### config.mk
export PLATFORM = sky130hd
export DESIGN_NAME = pipe_stage_reg
export DESIGN_NICKNAME = d
export VERILOG_FILES = /design/src/rtl/pipe_stage_reg.sv
export SDC_FILE = /design/constraint.sdc
export NUM_CORES = 1
export LEC_CHECK = 0
export CORE_MARGIN = 5
export CORE_UTILIZATION = 44
export CTS_CLUSTER_DIAMETER = 120
export DETAILED_ROUTE_END_ITERATION = 12
export PLACE_DENSITY = 0.79
export SLEW_MARGIN = 0
export SYNTH_ARGS = -nofsm -noshare
export SYNTH_HDL_FRONTEND = slang
export SYNTH_SLANG_ARGS = --single-unit
### constraint.sdc
create_clock -name clk -period 3.4 [get_ports clk]
set_input_delay 0.51 -clock clk [delete_from_list [all_inputs] [get_ports clk]]
set_output_delay 0.51 -clock clk [all_outputs]
set_load 0.03 [all_outputs]
### src/rtl/pipe_stage_reg.sv
// pipe_stage_reg: inter-stage pipeline register with valid/ready handshake,
// stall/flush, optional 2-entry skid buffer and a saturating flush-drop counter.
module pipe_stage_reg #(
    parameter int                DATA_W    = 64,
    parameter logic [DATA_W-1:0] FLUSH_VAL = '0,
    parameter int                SKID      = 1,
    parameter int                CNT_W     = 16
) (
    input  logic              clk,
    input  logic              rst_n,
    input  logic              in_valid,
    output logic              in_ready,
    input  logic [DATA_W-1:0] in_data,
    output logic              out_valid,
    input  logic              out_ready,
    output logic [DATA_W-1:0] out_data,
    input  logic              stall,
    input  logic              flush,
    output logic [CNT_W-1:0]  drop_cnt
);

    localparam logic [1:0] EMPTY = 2'd0;
    localparam logic [1:0] ONE   = 2'd1;
    localparam logic [1:0] FULL  = 2'd2;

    localparam logic [CNT_W+1:0] CNT_MAX = {2'b00, {CNT_W{1'b1}}};

    logic [1:0]        state;
    logic [DATA_W-1:0] main_q;
    logic [DATA_W-1:0] skid_q;
    logic              in_fire;
    logic              out_fire;
    logic              main_drop;
    logic              skid_v;
    logic [CNT_W+1:0]  drop_inc;
    logic [CNT_W+1:0]  drop_sum;
    logic [CNT_W-1:0]  drop_nxt;

    assign out_valid = (state != EMPTY);
    assign out_data  = main_q;
    assign skid_v    = (state == FULL);

    // With the skid entry, in_ready depends only on local state, never on out_ready.
    generate
        if (SKID != 0) begin : g_skid
            assign in_ready = (state != FULL) && !stall;
        end else begin : g_noskid
            assign in_ready = (!out_valid || out_ready) && !stall;
        end
    endgenerate

    assign in_fire   = in_valid && in_ready;
    assign out_fire  = out_valid && out_ready && !stall;
    assign main_drop = out_valid && !out_fire;

    assign drop_inc = (CNT_W+2)'(main_drop)
                    + (CNT_W+2)'(skid_v)
                    + (CNT_W+2)'(in_fire);
    assign drop_sum = {2'b00, drop_cnt} + drop_inc;
    assign drop_nxt = (drop_sum > CNT_MAX) ? {CNT_W{1'b1}}
                                           : drop_sum[CNT_W-1:0];

    always_ff @(posedge clk) begin
        if (!rst_n) begin
            state    <= EMPTY;
            main_q   <= FLUSH_VAL;
            skid_q   <= FLUSH_VAL;
            drop_cnt <= '0;
        end else if (flush) begin
            state    <= EMPTY;
            main_q   <= FLUSH_VAL;
            skid_q   <= FLUSH_VAL;
            drop_cnt <= drop_nxt;
        end else begin
            unique case (state)
                EMPTY: begin
                    if (in_fire) begin
                        main_q <= in_data;
                        state  <= ONE;
                    end
                end
                ONE: begin
                    if (in_fire && out_fire) begin
                        main_q <= in_data;
                    end else if (in_fire && SKID != 0) begin
                        skid_q <= in_data;
                        state  <= FULL;
                    end else if (out_fire) begin
                        state  <= EMPTY;
                    end
                end
                FULL: begin
                    if (out_fire) begin
                        main_q <= skid_q;
                        state  <= ONE;
                    end
                end
                default: state <= EMPTY;
            endcase
        end
    end

endmodule
==> After elaboration in Yosys (flattened, before gate mapping) <==
Index checks and enable logic that the tools add are counted.
{ "classes": {"add_sub_neg": 3, "magnitude_cmp": 1, "n_mux": 11, "reduce_logical": 15, "n_bitwise": 2, "eq_ne": 8} }
{ "op_table": {"columns": ["operator", "count"], "rows": [
  ["$mux W64", 3],
  ["$pmux W64 S3", 1],
  ["$add A16 B3 Y17", 1],
  ["$gt A17 B16 Y1 const B", 1],
  ["$mux W16", 1],
  ["$mux W2", 5],
  ["$ne A2 B2 Y1 const B", 5],
  ["$reduce_and A4 Y1", 2],
  ["$logic_and A1 B1 Y1", 6],
  ["$pmux W2 S3", 1],
  ["$add A2 B1 Y3", 1],
  ["$ne A3 B3 Y1 const B", 1],
  ["$reduce_and A3 Y1", 1],
  ["$reduce_bool A3 Y1", 1],
  ["$add A1 B1 Y2", 1],
  ["$eq A2 B1 Y1 const B", 1],
  ["$eq A2 B2 Y1 const B", 1],
  ["$logic_not A1 Y1", 2],
  ["$logic_not A2 Y1", 1],
  ["$not A1 Y1", 2],
  ["$reduce_bool A2 Y1", 1],
  ["$reduce_or A2 Y1", 1]
]} }
{ "word_totals": {"out_inout_bits": 82, "ff_bits": 146, "inputBits": 70, "word_cells": 44} }

==> Longest topological paths before layout <==
Gate-level depths: netlist (run 1).
{ "logic_depth": {"depth_word": 10, "ltp_mapped": 14, "ltp_nobuf": 13} }

==> Least setup slack after synthesis (run 1) <==
OpenSTA, ideal clock, no wires.
{ "synth_path": {"path_kind": "reg-to-reg", "startpoint": "register state[0]", "endpoint": "register drop_cnt[11]", "required_time_ps": 3312, "stages_incl_launch_ff": 14, "setup_ps": 88, "synth_period_minus_slack_ps": 3242, "n_path_buf": 1, "slack_ps": 158, "arrival_ps": 3154, "path_cell_list": "dfxtp_1 > nand2b_1 > inv_1 > nor2_1 > nand2_1 > xnor2_1 > ha_1 > ha_1 > inv_1 > fa_1 > nand4b_1 > or4_4 > buf_6 > a311oi_2"} }
{ "synth_between": {"word_cells_on_any_way": 14, "classes_between": "add/sub (3); order compare (1); eq/ne (2); mux (1); reduce/logical (7)"} }
{ "synth_lines": {"columns": ["element", "line_no", "rtl"], "rows": [
  ["from (decl)", "28", "logic [1:0] state;"],
  ["from (signal assigned)", "65", "state <= EMPTY;"],
  ["from (signal assigned)", "70", "state <= EMPTY;"],
  ["from (signal assigned)", "79", "state <= ONE;"],
  ["$ne A2 B2 Y1 *", "46", "assign in_ready = (state != FULL) && !stall;"],
  ["$logic_and A1 B1 Y1 *", "46", null],
  ["named net in_ready", "12", "output logic in_ready,"],
  ["$logic_and A1 B1 Y1 *", "52", "assign in_fire = in_valid && in_ready;"],
  ["$add A2 B1 Y3 *", "58", "+ (CNT_W+2)'(in_fire);"],
  ["$add A16 B3 Y17 *", "59", "assign drop_sum = {2'b00, drop_cnt} + drop_inc;"],
  ["$gt A17 B16 Y1", "60", "assign drop_nxt = (drop_sum > CNT_MAX) ? {CNT_W{1'b1}}"],
  ["$mux W16 *", "60", null],
  ["to (signal assigned)", "73", "drop_cnt <= drop_nxt;"],
  ["to (decl)", "19", "output logic [CNT_W-1:0] drop_cnt"]
]} }
The timed path passes the listed nets; every way through them passes the cells marked *.
A chain may end at the register's enable or synchronous reset.

==> Worst setup path after layout (run 1) <==
{ "layout_path": {"startpoint": "register state[0]", "endpoint": "register drop_cnt[8]"} }
{ "layout_between": {"elab_chain_len": 10, "word_cells_on_any_way": 14, "classes_between": "add/sub (3); order compare (1); eq/ne (2); mux (1); reduce/logical (7)"} }
{ "layout_lines": {"columns": ["element", "line_no", "rtl"], "rows": [
  ["$reduce_bool A2 Y1", "39", "assign out_valid = (state != EMPTY);"],
  ["$logic_and A1 B1 Y1 (2 in a row)", "53", "assign out_fire = out_valid && out_ready && !stall;"],
  ["$logic_not A1 Y1", "54", "assign main_drop = out_valid && !out_fire;"],
  ["$logic_and A1 B1 Y1", "54", null],
  ["$add A1 B1 Y2", "57", "+ (CNT_W+2)'(skid_v)"],
  ["$add A2 B1 Y3 *", "58", null],
  ["$add A16 B3 Y17 *", "59", null],
  ["$gt A17 B16 Y1", "60", null],
  ["$mux W16 *", "60", null]
]} }
Mark *: on every way between the ends. The rest lies on a longest branch, timed or not.

==> metrics.md, run 1 <==
| Metric | Value |
|---|---|
| Critical path capture point type | flip-flop |
| Antenna Cells | 0 |
| Hold EP | skid_q[11] |
| Synth top area share | 0.473 |
| Share of cells above drive strength 1 | 0.0663 |
| Post-cts resize count | 0 |
| Primary FF master, synth | dfxtp_1 |
| Total Power | 3980 µW |
| Multi-input combinational cell area | ~0.0030 mm² |
| Ys async rst share | 0 |
| Crit-path cells | nand2b_4 -> inv_1 -> nor2_1 -> nand2_1 -> xnor2_1 -> ha_1 -> ha_1 -> inv_1 -> fa_1 -> nand4b_1 -> or4_4 -> and4_1 -> nor3_1 |
| Dpl hpwl | 10,000 µm |
| Post-route ant nets | 0 |
| Startpoint Class | flip-flop |
| Initial antenna violation count | 0 |
| Synthesis-to-finish area growth | 36.2% |
| Max Root-Sink Buffers | 2 |
| Sw frac | 0.230 |
| CTS Hold Bufs | 0 |
| Cells after DPL | approximately 1,000 |
| Critical-path top delay cell | or4_4 |
| Crit path largest cell delay | 510 ps |
| Pwr Density | 473 mW/mm² |
| Hold Path Depth | 2 |
| Relative slew slack | 0.228 |
| Io pins | ~150 |
| Final Hold Vio Count | 0 |
| Avg Inst Size Synth | 8.85 µm² |
| Rows | 43 |
| Die width | between 100 and 150 µm |
| Number of enable flip-flop cells after synthesis | 0 |
| Starting Density | 0.447 |
| MaxCap Viol Count | 0 |
| Internal | 3070 µW |
| Via Count | 5,542 |
| Crit share post-route | 0.892 |
| Routability cong. | around 0.88 |
| Vias/cell | 5.49 |
| Largest net degree at the start of global routing | 88 |
| Worst Path Arrival | 3370 ps |
| Slew @ Worst Pin | 1160 ps |
| Final Util | 0.609 |
| Synth area leaders | dfxtp_1 47%, a21oi_1 11%, mux2i_1 11%, a311oi_1 9.1%, nand2_1 8.0% |
| Synth warn | 0 |
| Clock transition at the registers of the reported paths | 60 ps |
| FF-to-FF End | drop_cnt[8] |
| Register area share after synthesis | 0.473 |
| Nets | 892 |
| Final Max Slew Viols | 0 |
| Final Skew | 11.7 ps |
| Syn Inst Count | between 600 and 700 |
| H-tree levels | 4 |
| PortBufs | 151 |
| Drt initial violations | 358 |
| Root Buffer Master | clkbuf_16 |
| FF+latch count, synth | 146 |
| Die height | 128 µm |
| Library cells used by synthesis | 39 |
| Number of CTS-inserted buffers | 17 |
| Grt total ovfl | 0 |
| 1st-pass router iterations | 4 |
| Pleak | 0.00321 µW |
| RSZ-0062 raised after global routing | false |
| Crit path max fanout | 8 |
| Minimum clock period | slightly above 3000 ps |
| Clock latency on the worst-skew pair | a little over 400 ps |
| P_sw | 915 µW |
| Floorplan core area | 0.0138 mm² |
| Post-CTS Setup Inserts | 0 |
| Worst Path Buf+Inv | 2 |
| TNS Setup | 0 ps |
| Clock Sink Count | roughly 150 |
| Worst Min Path Start | skid_q[11] |
| Crit path max-delay family | simple AND/OR/NAND/NOR gates |
| CTS tree | yes |
| WP data required | around 3700 ps |
| Worst R2R Setup Slack | 370 ps |
| Hold WC Path Type | flip-flop to flip-flop |
| Drt wl/cell | 15.9 µm |
| Synth area leader | dfxtp_1 |
| Worst R2R Start | state[0] |
| First-pass GRT wire length | 26,200 µm |
| Vias in the first global route | 5,242 |
| Crit path kind | flip-flop to flip-flop |
| FMAX | 0.330 GHz |
| Combinational fraction of design power | 0.104 |
| Post-route insts no fill | between 1,000 and 1,500 |
| Worst reg2reg path depth | 13 |
| Most frequent cells after synthesis | 146 x dfxtp_1, 138 x a21oi_1, 132 x nand2_1 |
| DRC Markers | 0 |
| Fillers | 1,178 |
| Setup-failing EPs final | 0 |
| Clock power frac | 0.453 |
| Synth Cell Area | 0.00618 mm² |
| Most frequent cell after synthesis | dfxtp_1 |
| Overall Global Routing Usage | 0.194 |
| Share of power burned in registers | 0.442 |
| Outcome | finished clean |
| Post-Route WL | 16,100 µm |
| Worst IR Drop VDD | 316 µV |
| Storage element area | a little under 0.003 mm² |
| Syn nets | 772 |
| Die area | 0.0165 mm² |
## registers in the layout, summed over array words and instances (netlist names)
signal and cells:
drop_cnt 16, skid_q 64, state 2, out_data 64
## per-layer routing
metal / vias to the layer above / GRT usage / wire length (µm)
met1: 2577 / 0.248 / 6970
met2: 149 / 0.317 / 7880
met3: 28 / 0.0548 / 871
met5: - / 0 / 0
met4: 0 / 0.0687 / 372
li1: 2788 / - / -
## area by class of cell
| class | instances | share of cell area |
|---|---|---|
| clock buffer | 27 | 0.0586 |
| clock inverter | 4 | 0.00877 |
| inverter | 10 | 0.00476 |
| multi-input combinational | 475 | 0.353 |
| sequential | 146 | 0.347 |
| tap | 180 | 0.0268 |
| timing repair buffer | 168 | 0.201 |
## power groups by stage
stage | clock network, µW | logic [µW] | registers, µW
detailed placement | 0 | 416 | 1800
CTS | 1850 | 418 | 1760
global route | 1920 | 449 | 1760
floorplan | 0 | 160 | 1850
global placement | 0 | 412 | 1800
finish | 1810 | 416 | 1760
## how the worst max path moves through the flow
stage	endpoint	cells past startpoint	from
6_report	drop_cnt[8]	13	state[0]
5_1_grt	drop_cnt[12]	13	state[0]
4_1_cts	drop_cnt[8]	13	state[0]
3_5_place_dp	drop_cnt[8]	12	stall
3_3_place_gp	drop_cnt[8]	12	stall
2_1_floorplan	drop_cnt[11]	13	state[0]
## cell families (layout without fill, tap and decap cells)
| logic type | count (synthesis) | after routing | synth area share |
|---|---|---|---|
| xor+xnor | 1 | 1 | 0.00142 |
| simple gates | 176 | 176 | 0.125 |
| fa+ha+maj | 4 | 4 | 0.00932 |
| buf+inv | 77 | 209 | 0.0512 |
| mux | 65 | 65 | 0.105 |
| compound gates | 229 | 229 | 0.234 |
| flops | 146 | 146 | 0.473 |
## worst reg2reg max path: stages, from the launching register on
cell	delay, ps
dfxtp_1	380
nand2b_4	150
inv_1	80
nor2_1	130
nand2_1	80
xnor2_1	130
ha_1	280
ha_1	170
inv_1	60
fa_1	410
nand4b_1	210
or4_4	510
and4_1	230
nor3_1	140
## placed cells by master (no fill, tap or decap), drive strengths merged, types with 3 or more instances in the layout
cell type,instances
clkdlybuf4s50,151
dfxtp,146
a21oi,138
nand2,132
a311oi,66
mux2i,65
clkbuf,27
buf,17
inv,10
o21ai,9
nor2,8
a31oi,7
nor3,7
nor4,5
and4,4
nand4,4
and3,4
nand2b,4
ha,3
nand3,3
## through the flow
step	area, µm²	hold slack (ps)	setup WS [ps]
floorplan	6180	436	158
global placement	7850	440	75.0
detailed placement	7850	446	20.1
CTS	8410	454	363
global route	8410	465	183
finish	8410	451	368
No activity file was read; power rests on OpenSTA's default activity.
==> run 2: changes to the inputs <==
--- a/config.mk
+++ b/config.mk
@@ -5,10 +5,12 @@
 export SDC_FILE = /design/constraint.sdc
 export NUM_CORES = 1
 export LEC_CHECK = 0
+export CORE_ASPECT_RATIO = 1.4
 export CORE_MARGIN = 5
 export CORE_UTILIZATION = 44
 export CTS_CLUSTER_DIAMETER = 120
 export DETAILED_ROUTE_END_ITERATION = 12
+export MAX_ROUTING_LAYER = met4
 export PLACE_DENSITY = 0.79
 export SLEW_MARGIN = 0
 export SYNTH_ARGS = -nofsm -noshare
==> run 2 against run 1 <==
Net effect: worst hold slack about the same; worst setup slack worse by 53 ps; sequential power about the same; core utilization up 0.12 points.
==> metrics.md, run 2 (same netlist as run 1, synthesis figures left out) <==
| Metric | Value |
|---|---|
| Cells after DPL | 989 |
| FF-to-FF End | drop_cnt[8] |
| Crit share post-route | 0.907 |
| Final Hold Vio Count | 0 |
| Post-route ant nets | 0 |
| Clock Sink Count | approximately 150 |
| Nets | 897 |
| Share of cells above drive strength 1 | 0.0789 |
| 1st-pass router iterations | 4 |
| Grt total ovfl | 0 |
| FMAX | 0.324 GHz |
| Most common cell after layout, fill and taps aside | clkdlybuf4s50_1 |
| MaxCap Viol Count | 0 |
| Final instance area | between 0.008 and 0.009 mm² |
| Dpl hpwl | 10,800 µm |
| Post-route insts no fill | between 1,000 and 1,500 |
| First-pass GRT wire length | 26,300 µm |
| Die height | 150 µm |
| Crit path largest cell delay | 520 ps |
| Final Max Slew Viols | 0 |
| Setup-failing EPs final | 0 |
| Worst Slack Setup Final | approximately 310 ps |
| Crit-path cells | nand2b_4 -> inv_1 -> nor2_1 -> nand2_1 -> xnor2_1 -> ha_1 -> ha_1 -> inv_1 -> fa_1 -> nand4b_1 -> or4_4 -> and4_1 -> nor3_1 |
| Hold WC Path Type | flip-flop to flip-flop |
| Worst Path Buf+Inv | 2 |
| Vias in the first global route | roughly 5,200 |
| Post-Route WL | approximately 17,000 µm |
| Routability cong. | between 0.9 and 1 |
| Antenna Cells | 0 |
| Via Count | 5,575 |
| Worst R2R Setup Slack | 310 ps |
| Hold_ws | 452 ps |
| Pleak | 0.00322 µW |
| Most frequent cells in the layout | 151 x clkdlybuf4s50_1, 146 x dfxtp_1, 138 x a21oi_1 |
| Drt initial violations | 343 |
| Largest net degree at the start of global routing | 67 |
| WP data required | approximately 3700 ps |
| Root Buffer Master | clkbuf_16 |
| Worst Min Path Start | skid_q[11] |
| H-tree levels | 4 |
| Vias/cell | between 5 and 6 |
| Worst IR Drop VDD | 273 µV |
| Critical-path top delay cell | or4_4 |
| Die width | 110 µm |
| Io pins | 152 |
| Instance count on the critical path | 13 |
| Die area | 0.0165 mm² |
| Pwr Density | 474 mW/mm² |
| Rows | 51 |
| Drt wl/cell | 16.2 µm |
| DRT met1 WL | 6850 µm |
| Worst reg2reg path depth | 13 |
| Starting Density | 0.446 |
| Crit path max-delay family | simple AND/OR/NAND/NOR gates |
| Critical path capture point type | flip-flop |
| Minimum clock period | 3090 ps |
| PortBufs | ~150 |
| CTS tree | yes |
| Critical path startpoint | state[0] |
| Outcome | finished clean |
| Clock latency on the worst-skew pair | between 400 and 500 ps |
| Fillers | 1,226 |
| Relative slew slack | 0.539 |
| Post-DP Area | 0.00787 mm² |
| CTS Hold Bufs | 0 |
| DRC Markers | 0 |
| Pre-CTS setup slack | -88.4 ps |
| Uppermost layer routed | met4 |
| Worst R2R Start | state[0] |
| Post-cts resize count | 0 |
| Number of CTS-inserted buffers | 17 |
| Max Root-Sink Buffers | 2 |
| Floorplan core area | between 0.01 and 0.015 mm² |
| Met2 Wirelength | between 8000 and 9000 µm |
| Final Util | 0.610 |
| Startpoint Class | flip-flop |
| Crit path max fanout | 9 |
| RSZ-0062 raised after global routing | false |
| Crit path to | drop_cnt[8] |
| Final Skew | 7.99 ps |
| Multi-input combinational cell area | 0.00297 mm² |
| Clock transition at the registers of the reported paths | 60 ps |
| Slew @ Worst Pin | ~690 ps |
| Metal3 WL | 805 µm |
| Crit path kind | flip-flop to flip-flop |
| Worst Path Arrival | 3420 ps |
| Overall Global Routing Usage | 0.208 |
| Storage element area | 0.00292 mm² |
| Post-CTS Setup Inserts | 0 |
| Initial antenna violation count | 0 |
| Synthesis-to-finish area growth | 36.7% |
==> run 2: changes by cell type in the layout (fill, tap and decap cells not counted), moves of 3 or more <==
cell / delta
buf_4: +7
clkbuf_1: -5
clkinvlp_4: +4
clkinv_2: +3
==> run 2: layer usage <==
layer | vias to the layer above | GRT usage
li1 | 2802 | -
met1 | 2615 | 0.243
met2 | 135 | 0.343
met3 | 23 | 0.0519
met4 | 0 | 0.0752
met5 | - | -
==> run 2: cell type report <==
type | instances | area share
Multi-Input combinational cell | 475 | 0.352
Timing Repair Buffer | 173 | 0.202
Clock buffer | 20 | 0.0529
Clock inverter | 12 | 0.0156
Tap cell | 185 | 0.0274
Sequential cell | 146 | 0.346
Inverter | 10 | 0.00459
==> run 2: worst min path at each step <==
stage                     slack (ps)    endpoint  depth (start not counted)
after global routing             470  skid_q[57]                          2
after CTS                        450  skid_q[33]                          2
final                            450  skid_q[11]                          2
after floorplan                  440   skid_q[0]                          2
after detailed placement         450  skid_q[33]                          2
after global placement           440  skid_q[30]                          2
==> run 2: worst reg2reg max path: stages (launching register included) <==
cell,delay [ps]
dfxtp_1,370
nand2b_4,150
inv_1,80
nor2_1,160
nand2_1,90
xnor2_1,130
ha_1,280
ha_1,170
inv_1,50
fa_1,420
nand4b_1,210
or4_4,520
and4_1,220
nor3_1,160
==> run 2: stage by stage <==
stage	power, µW	TNS [ps]
floorplan	2010	0
CTS	4040	0
global placement	2210	0
global route	4150	0
finish	4000	0
detailed placement	2210	-314
==> run 2: report_power, final <==
group	internal (µW)	total [µW]	switching (µW)
registers	1740	1760	18.5
logic	188	414	227
clock network	1100	1830	726
